## src/rtl/fetch_unit_pkg.sv

```systemverilog
// Shared types and constants for the instruction-fetch stage.
// Pure declarations: no latency, no flow control.
package fetch_unit_pkg;

  localparam int XLEN_DEF = 32;
  localparam logic [31:0] INSTR_NOP = 32'h0000_0013;

  typedef enum logic [1:0] {
    FETCH_IDLE = 2'b00,
    FETCH_WAIT = 2'b01,
    FETCH_DROP = 2'b10
  } fetch_state_e;

endpackage

```

## src/rtl/fetch_unit_if.sv

```systemverilog
// Redirect, instruction-memory and decode-side signals of the fetch stage.
// master = fetch unit, slave = its environment (branch unit, imem, decode).
interface fetch_unit_if
  import fetch_unit_pkg::*;
#(
  parameter int XLEN = XLEN_DEF
);

  logic            redirect_valid;
  logic [XLEN-1:0] redirect_pc;
  logic            imem_req_valid;
  logic            imem_req_ready;
  logic [XLEN-1:0] imem_req_addr;
  logic            imem_rsp_valid;
  logic [XLEN-1:0] imem_rsp_data;
  logic            out_valid;
  logic            out_ready;
  logic [XLEN-1:0] out_instr;
  logic [XLEN-1:0] out_pc;

  modport master (
    input  redirect_valid, redirect_pc,
    output imem_req_valid, imem_req_addr,
    input  imem_req_ready,
    input  imem_rsp_valid, imem_rsp_data,
    output out_valid, out_instr, out_pc,
    input  out_ready
  );

  modport slave (
    output redirect_valid, redirect_pc,
    input  imem_req_valid, imem_req_addr,
    output imem_req_ready,
    output imem_rsp_valid, imem_rsp_data,
    input  out_valid, out_instr, out_pc,
    output out_ready
  );

endinterface

```

## src/rtl/fetch_unit_queue.sv

```systemverilog
// Prefetch FIFO of {pc, instr}; an entry pushed at edge N is at dout after edge N.
// Push is dropped when full unless a pop frees the slot in the same cycle; pop on empty is ignored.
module fetch_queue #(
  parameter int W     = 64,
  parameter int DEPTH = 2,
  localparam int AW   = $clog2(DEPTH),
  localparam int CW   = AW + 1
) (
  input  logic          clk,
  input  logic          rst,
  input  logic          flush,
  input  logic          push,
  input  logic [W-1:0]  din,
  input  logic          pop,
  output logic [W-1:0]  dout,
  output logic [CW-1:0] count,
  output logic          full,
  output logic          empty
);

  logic [W-1:0]  mem_q [DEPTH];
  logic [AW-1:0] wr_ptr_q;
  logic [AW-1:0] rd_ptr_q;
  logic [CW-1:0] count_q;
  logic          do_push;
  logic          do_pop;

  assign empty   = (count_q == '0);
  assign full    = (count_q == CW'(DEPTH));
  assign do_pop  = pop && !empty;
  assign do_push = push && (!full || do_pop);

  always_ff @(posedge clk) begin
    if (!rst || flush) begin
      wr_ptr_q <= '0;
      rd_ptr_q <= '0;
      count_q  <= '0;
    end else begin
      if (do_push) begin
        mem_q[wr_ptr_q] <= din;
        wr_ptr_q        <= wr_ptr_q + AW'(1);
      end
      if (do_pop) begin
        rd_ptr_q <= rd_ptr_q + AW'(1);
      end
      count_q <= count_q + CW'(do_push) - CW'(do_pop);
    end
  end

  assign dout  = mem_q[rd_ptr_q];
  assign count = count_q;

endmodule

```

## src/rtl/fetch_unit.sv

```systemverilog
// Fetch PC owner: one imem read in flight, response -> queue -> decode, entry visible the cycle after the response.
// Requests only while the queue has room for the returning word; decode backpressure stalls fetch, never drops.
module fetch_unit
  import fetch_unit_pkg::*;
#(
  parameter int              XLEN     = XLEN_DEF,
  parameter logic [XLEN-1:0] RESET_PC = '0,
  parameter int              QDEPTH   = 2
) (
  input logic          clk,
  input logic          rst,
  fetch_unit_if.master bus
);

  localparam int CW = $clog2(QDEPTH) + 1;
  localparam int EW = 2 * XLEN;

  fetch_state_e    state_q;
  logic [XLEN-1:0] pc_q;
  logic [XLEN-1:0] tag_q;
  logic            req_vld_q;

  logic            req_fire;
  logic            req_room;
  logic            rdr_to_drop;
  logic            q_push;
  logic            q_pop;
  logic            q_flush;
  logic            q_full;
  logic            q_empty;
  logic [CW-1:0]   q_count;
  logic [CW-1:0]   cnt_nxt;
  logic [EW-1:0]   q_din;
  logic [EW-1:0]   q_dout;

  assign req_fire = req_vld_q && bus.imem_req_ready;
  assign q_flush  = bus.redirect_valid;
  assign q_pop    = !q_empty && bus.out_ready;
  assign q_push   = (state_q == FETCH_WAIT) && bus.imem_rsp_valid && !bus.redirect_valid
                    && (!q_full || q_pop);
  assign q_din    = {tag_q, bus.imem_rsp_data};
  assign cnt_nxt  = q_flush ? '0 : (q_count + CW'(q_push) - CW'(q_pop));
  assign req_room = (cnt_nxt < CW'(QDEPTH));

  // A fetch still owed by memory after the redirect must be swallowed; one that
  // completes in the redirect cycle itself is already gone, so no DROP needed.
  assign rdr_to_drop = ((state_q != FETCH_IDLE) && !bus.imem_rsp_valid) || req_fire;

  always_ff @(posedge clk) begin
    if (!rst) begin
      state_q   <= FETCH_IDLE;
      pc_q      <= RESET_PC;
      tag_q     <= RESET_PC;
      req_vld_q <= 1'b0;
    end else if (bus.redirect_valid) begin
      pc_q      <= bus.redirect_pc & ~XLEN'(3);
      state_q   <= rdr_to_drop ? FETCH_DROP : FETCH_IDLE;
      req_vld_q <= !rdr_to_drop;
    end else begin
      case (state_q)
        FETCH_IDLE: begin
          if (req_fire) begin
            state_q   <= FETCH_WAIT;
            tag_q     <= pc_q;
            pc_q      <= pc_q + XLEN'(4);
            req_vld_q <= 1'b0;
          end else begin
            req_vld_q <= req_room;
          end
        end
        FETCH_WAIT, FETCH_DROP: begin
          if (bus.imem_rsp_valid) begin
            state_q   <= FETCH_IDLE;
            req_vld_q <= req_room;
          end
        end
        default: begin
          state_q   <= FETCH_IDLE;
          req_vld_q <= 1'b0;
        end
      endcase
    end
  end

  fetch_queue #(
    .W     (EW),
    .DEPTH (QDEPTH)
  ) u_queue (
    .clk   (clk),
    .rst   (rst),
    .flush (q_flush),
    .push  (q_push),
    .din   (q_din),
    .pop   (q_pop),
    .dout  (q_dout),
    .count (q_count),
    .full  (q_full),
    .empty (q_empty)
  );

  assign bus.imem_req_valid = req_vld_q;
  assign bus.imem_req_addr  = pc_q;
  assign bus.out_valid      = !q_empty;
  assign bus.out_instr      = q_empty ? XLEN'(INSTR_NOP) : q_dout[XLEN-1:0];
  assign bus.out_pc         = q_empty ? '0 : q_dout[EW-1:XLEN];

endmodule

```

## src/flat_wrapper.sv

```systemverilog
// flat-port wrapper written by rule: the top's interface ports become plain ports
module fetch_unit_flat import fetch_unit_pkg::*;
#(
  parameter int              XLEN     = XLEN_DEF,
  parameter logic [XLEN-1:0] RESET_PC = '0,
  parameter int              QDEPTH   = 2
)
  (clk, rst, bus_redirect_valid, bus_redirect_pc, bus_imem_req_valid, bus_imem_req_addr, bus_imem_req_ready, bus_imem_rsp_valid, bus_imem_rsp_data, bus_out_valid, bus_out_instr, bus_out_pc, bus_out_ready);
  fetch_unit_if #(.XLEN(XLEN)) bus_i ();
  input logic clk;
  input logic rst;
  input wire logic [$bits(bus_i.redirect_valid)-1:0] bus_redirect_valid;
  input wire logic [$bits(bus_i.redirect_pc)-1:0] bus_redirect_pc;
  output wire logic [$bits(bus_i.imem_req_valid)-1:0] bus_imem_req_valid;
  output wire logic [$bits(bus_i.imem_req_addr)-1:0] bus_imem_req_addr;
  input wire logic [$bits(bus_i.imem_req_ready)-1:0] bus_imem_req_ready;
  input wire logic [$bits(bus_i.imem_rsp_valid)-1:0] bus_imem_rsp_valid;
  input wire logic [$bits(bus_i.imem_rsp_data)-1:0] bus_imem_rsp_data;
  output wire logic [$bits(bus_i.out_valid)-1:0] bus_out_valid;
  output wire logic [$bits(bus_i.out_instr)-1:0] bus_out_instr;
  output wire logic [$bits(bus_i.out_pc)-1:0] bus_out_pc;
  input wire logic [$bits(bus_i.out_ready)-1:0] bus_out_ready;
  assign bus_i.redirect_valid = bus_redirect_valid;
  assign bus_i.redirect_pc = bus_redirect_pc;
  assign bus_imem_req_valid = bus_i.imem_req_valid;
  assign bus_imem_req_addr = bus_i.imem_req_addr;
  assign bus_i.imem_req_ready = bus_imem_req_ready;
  assign bus_i.imem_rsp_valid = bus_imem_rsp_valid;
  assign bus_i.imem_rsp_data = bus_imem_rsp_data;
  assign bus_out_valid = bus_i.out_valid;
  assign bus_out_instr = bus_i.out_instr;
  assign bus_out_pc = bus_i.out_pc;
  assign bus_i.out_ready = bus_out_ready;
  fetch_unit #(.XLEN(XLEN), .RESET_PC(RESET_PC), .QDEPTH(QDEPTH)) u_core (.clk(clk), .rst(rst), .bus(bus_i));
endmodule
```

## config.mk

```make
export PLATFORM = sky130hd
export DESIGN_NAME = fetch_unit_flat
export DESIGN_NICKNAME = d
export VERILOG_FILES = /design/src/rtl/fetch_unit_pkg.sv /design/src/rtl/fetch_unit_if.sv /design/src/rtl/fetch_unit_queue.sv /design/src/rtl/fetch_unit.sv /design/src/flat_wrapper.sv
export SDC_FILE = /design/constraint.sdc
export NUM_CORES = 1
export LEC_CHECK = 0
export CORE_MARGIN = 4
export CORE_UTILIZATION = 29
export CTS_CLUSTER_DIAMETER = 60
export DETAILED_ROUTE_END_ITERATION = 6
export PLACE_DENSITY = 0.56
export SLEW_MARGIN = 5
export SYNTH_ARGS = -nofsm -noshare
export SYNTH_HDL_FRONTEND = slang
export SYNTH_SLANG_ARGS = --single-unit
```

## constraint.sdc

```tcl
create_clock -name clk -period 6.5 [get_ports clk]
set_clock_uncertainty 0.1 [all_clocks]
set_input_delay 1.3 -clock clk [delete_from_list [all_inputs] [get_ports clk]]
set_output_delay 1.3 -clock clk [all_outputs]
set_load 0.01 [all_outputs]
```

==> results_tabular.tex <==
\begin{tabular}{lr}
\hline
Metric & Value \\
\hline
\multicolumn{2}{l}{\textbf{Global route}} \\
Antenna violations before repair & 0 \\
GR Overflow Total & 0 \\
Global-route wire length before repair & 30200 µm \\
Overall routing resource usage & 12.6\% \\
Vias in the first global route & 5355 \\
Pin count of the biggest net entering global routing & 65 \\
\multicolumn{2}{l}{\textbf{STA}} \\
Timing-limited maximum frequency & 0.250 GHz \\
Setup repair after global routing missed its margin & no \\
Part of the cycle the worst path needs & between 60 and 70\% \\
Final count of pins violating max slew & 0 \\
Tightest hold margin & between 300 and 400 ps \\
Final setup violation count & 0 \\
Hold Violations, Final & 0 \\
Minimum clock period after layout & roughly 4000 ps \\
Max-slew headroom & 32.9\% \\
Worst Tran Pin Value & about 1000 ps \\
\multicolumn{2}{l}{\textbf{Critical path}} \\
Startpoint type of the worst setup path & flip-flop \\
CP Data Arrival Time & 2610 ps \\
Type of the worst setup path & reg -> out \\
CP max stage delay & 790 ps \\
Cells traversed along the worst timing path & buf\_4 -> mux2i\_1 -> nor2\_1 -> clkdlybuf4s50\_1 \\
R2R Setup Slk & 3830 ps \\
Worst setup EP type & primary output \\
Crit-path slowest cell & sky130\_fd\_sc\_hd\_\_dfxtp\_4 \\
Data required, critical path & around 5100 ps \\
Crit Path Max Fanout & 36 \\
Length in cells of the worst reg-to-reg path & 8 \\
\multicolumn{2}{l}{\textbf{Route}} \\
Remaining number of nets flagged by the antenna check after routing & 0 \\
Detailed-route via count & 5436 \\
Detailed-router iteration count before antenna repair & 4 \\
Vias per cell & 4.63 \\
Mean routed wirelength per cell & 16.3 µm \\
Total wire length & 19100 µm \\
Residual DRC count & 0 \\
Number of DRC markers after the initial detailed-route iteration & $\sim$250 \\
\multicolumn{2}{l}{\textbf{Power}} \\
Sequential Power Share & 53.0\% \\
Switching part of the total power & between 20\% and 30\% \\
Total power after layout & about 2.5 mW \\
Part of the power in the clock network & 40.7\% \\
Worst-case vdd ir drop & 0.000140 V \\
Switch Pwr & 0.587 mW \\
Combinational power share & 6.3\% \\
Cell leakage power & 3.27 nW \\
Cell-internal power & 1.94 mW \\
Total power divided by cell area & 240 nW/µm² \\
\multicolumn{2}{l}{\textbf{Clock network}} \\
Register clock-pin slew on the reported worst setup and hold paths & 70 ps \\
Post-CTS setup buffers & 0 \\
CTS buffer count & 17 \\
Htree depth & 4 \\
Count of instances resized after the clock tree is built & 0 \\
CTS Hold Buffers Added & 0 \\
Clock sink count & 192 \\
Clock network latency to the later pin of the worst-skew pair & 430 ps \\
Clock root buffer & sky130\_fd\_sc\_hd\_\_clkbuf\_16 \\
Clock tree from TritonCTS & yes \\
CTS max path bufs & 2 \\
\multicolumn{2}{l}{\textbf{Floorplan}} \\
Die extent in y & 174 µm \\
Number of rows in the core area & 60 \\
Core box area & 27000 µm² \\
Initial Util & 29.6\% \\
Floorplan die width & 174 µm \\
Io pins & between 150 and 200 \\
Area of the die & 30300 µm² \\
\multicolumn{2}{l}{\textbf{Cells and area}} \\
Post-route non-filler standard cell count & 1174 \\
Diodes inserted & 0 \\
Final core utilization & 38.9\% \\
Commonest cells after routing, fill and taps aside & sky130\_fd\_sc\_hd\_\_clkdlybuf4s50\_1 (161), sky130\_fd\_sc\_hd\_\_edfxtp\_1 (124), sky130\_fd\_sc\_hd\_\_nand2\_1 (77) \\
Area overhead of the layout relative to synthesis & 31.7\% \\
Share of cells above drive strength 1 & 6.12\% \\
Most common cell after layout, fill and taps aside & sky130\_fd\_sc\_hd\_\_clkdlybuf4s50\_1 \\
Final Net Count & 897 \\
\multicolumn{2}{l}{\textbf{Synth}} \\
Top FF cell, synth & sky130\_fd\_sc\_hd\_\_edfxtp\_1 \\
Register bit count reported by yosys & 192 \\
Distinct cells, synth & between 40 and 50 \\
Number of synthesized flops with an enable pin & 124 \\
Synthesized instance count & 672 \\
Area leader, netlist & sky130\_fd\_sc\_hd\_\_edfxtp\_1 \\
Share of synthesized flip-flops with an asynchronous set or reset & 0\% \\
Avg Synthesized Cell Area & 11.9 µm² \\
Sequential element share of the synthesized area & between 60 and 70\% \\
Area fraction of the dominant cell type after synthesis & 46.6\% \\
Top area cells in the synthesized netlist & sky130\_fd\_sc\_hd\_\_edfxtp\_1 (47\%), sky130\_fd\_sc\_hd\_\_dfxtp\_1 (17\%), sky130\_fd\_sc\_hd\_\_mux2i\_1 (7.9\%) \\
Post-synthesis instance area & 7990 µm² \\
Yosys warning total & 0 \\
\multicolumn{2}{l}{\textbf{Placed design}} \\
Placer Congestion & 0.707 \\
Total half-perimeter wirelength after legalization and detailed placement & 12800 µm \\
Cell Count Post-Placement & 1142 \\
Port Buf Inserts & 161 \\
\multicolumn{2}{l}{\textbf{Flow run}} \\
Number of violations of the max-capacitance limit & 0 \\
\multicolumn{2}{l}{\textbf{Run status}} \\
Status & completed \\
\multicolumn{2}{l}{\textbf{Worst hold path}} \\
Type of the worst min-delay path & reg -> reg \\
Count of cells along the worst hold path & 0 \\
\hline
\end{tabular}
stage by stage:
step / area (µm²) / setup WS [ps] / TNS [ps]
6_report: 10500 / 2490 / 0
5_1_grt: 10500 / 2300 / 0
3_5_place_dp: 9940 / 2430 / 0
4_1_cts: 10500 / 2410 / 0
2_1_floorplan: 8010 / -111 / -13740
3_3_place_gp: 9940 / 2440 / 0
synth_stat cells, types with 2 or more instances:
master,number
sky130_fd_sc_hd__edfxtp_1,124
sky130_fd_sc_hd__nand2_1,77
sky130_fd_sc_hd__nor2_1,72
sky130_fd_sc_hd__dfxtp_1,68
sky130_fd_sc_hd__mux2i_1,63
sky130_fd_sc_hd__clkbuf_1,35
sky130_fd_sc_hd__o21ai_0,34
sky130_fd_sc_hd__a21boi_0,32
sky130_fd_sc_hd__nand4_1,15
sky130_fd_sc_hd__a21oi_1,13
sky130_fd_sc_hd__xnor2_1,13
sky130_fd_sc_hd__nor3_1,11
sky130_fd_sc_hd__nand3_1,9
sky130_fd_sc_hd__inv_1,8
sky130_fd_sc_hd__ha_1,7
sky130_fd_sc_hd__nor4_1,7
sky130_fd_sc_hd__a31oi_1,6
sky130_fd_sc_hd__and4_1,6
sky130_fd_sc_hd__nand2b_1,6
sky130_fd_sc_hd__or3_1,6
sky130_fd_sc_hd__and2_1,5
sky130_fd_sc_hd__buf_4,5
sky130_fd_sc_hd__a211oi_1,4
sky130_fd_sc_hd__nor2b_1,4
sky130_fd_sc_hd__o211a_1,4
sky130_fd_sc_hd__o311a_1,4
sky130_fd_sc_hd__nor3b_1,3
sky130_fd_sc_hd__nor4b_1,3
sky130_fd_sc_hd__or4_1,3
sky130_fd_sc_hd__xor2_1,3
sky130_fd_sc_hd__a311oi_1,2
sky130_fd_sc_hd__and3_1,2
sky130_fd_sc_hd__buf_1,2
sky130_fd_sc_hd__buf_2,2
sky130_fd_sc_hd__o21a_1,2
sky130_fd_sc_hd__o31ai_1,2
area by class of cell:
class	count	area [µm²]
clock inverter	14	153
tap	341	427
fill	2663	16500
clock buffer	18	429
timing repair buffer	171	1690
multi-input combinational	429	2710
sequential	192	5090
inverter	9	33.8
per-layer routing:
| metal | track usage (%) | part of all wire (%) | vias up |
|---|---|---|---|
| met5 | 0 | 0 | - |
| met4 | 3.30 | 0.94 | 0 |
| met3 | 3.39 | 5.8 | 13 |
| met2 | 18.8 | 43 | 163 |
| met1 | 18.1 | 50 | 2529 |
| li1 | - | - | 2731 |
cell families after synthesis:
group                      after synthesis  synth area share, %
DFF                                    192                 63.6
adders and majority gates                7                 1.10
and+or+nand+nor                        236                 14.3
other                                    1               0.0469
AOI/OAI and AO/OA                      103                 8.39
muxes                                   63                 7.89
xor gates and xnor gates                16                 1.75
buffers and inverters                   54                 2.90
state kept, by name (all words and copies together), names as in the netlist, named ones only:
signal	cells
u_core.bus.imem_req_addr	30
u_core.tag_q	30
u_core.u_queue.rd_ptr_q	1
u_core.state_q	2
u_core.bus.imem_req_valid	1
u_core.u_queue.count	2
u_core.u_queue.wr_ptr_q	1
u_core.u_queue.mem_q	124
worst max-delay path: cells and delay by family (launching register included):
kind	cells	cell delay (ps)
AND/OR/NAND/NOR	1	110
multiplexers	1	140
flip-flops	1	790
buffers and inverters	2	1120
path summary, 6_finish.rpt:
path	start	endpoint
worst min-delay path	u_core.tag_q[17]	u_core.u_queue.mem_q[0][49]
worst min register to register	u_core.tag_q[17]	u_core.u_queue.mem_q[0][49]
worst max register to register	u_core.u_queue.count[0]	u_core.bus.imem_req_valid
worst max-delay path	flip-flop	bus_out_pc[29]
power groups by stage:
stage                     combinational, mW  sequential [mW]  clock, mW
after global placement                0.159             1.37          0
final                                 0.159             1.34       1.03
after global routing                  0.175             1.35       1.11
after detailed placement              0.160             1.37          0
after floorplan                      0.0664             1.36          0
after CTS                             0.161             1.34       1.07
No activity file was read; power rests on OpenSTA's default activity.
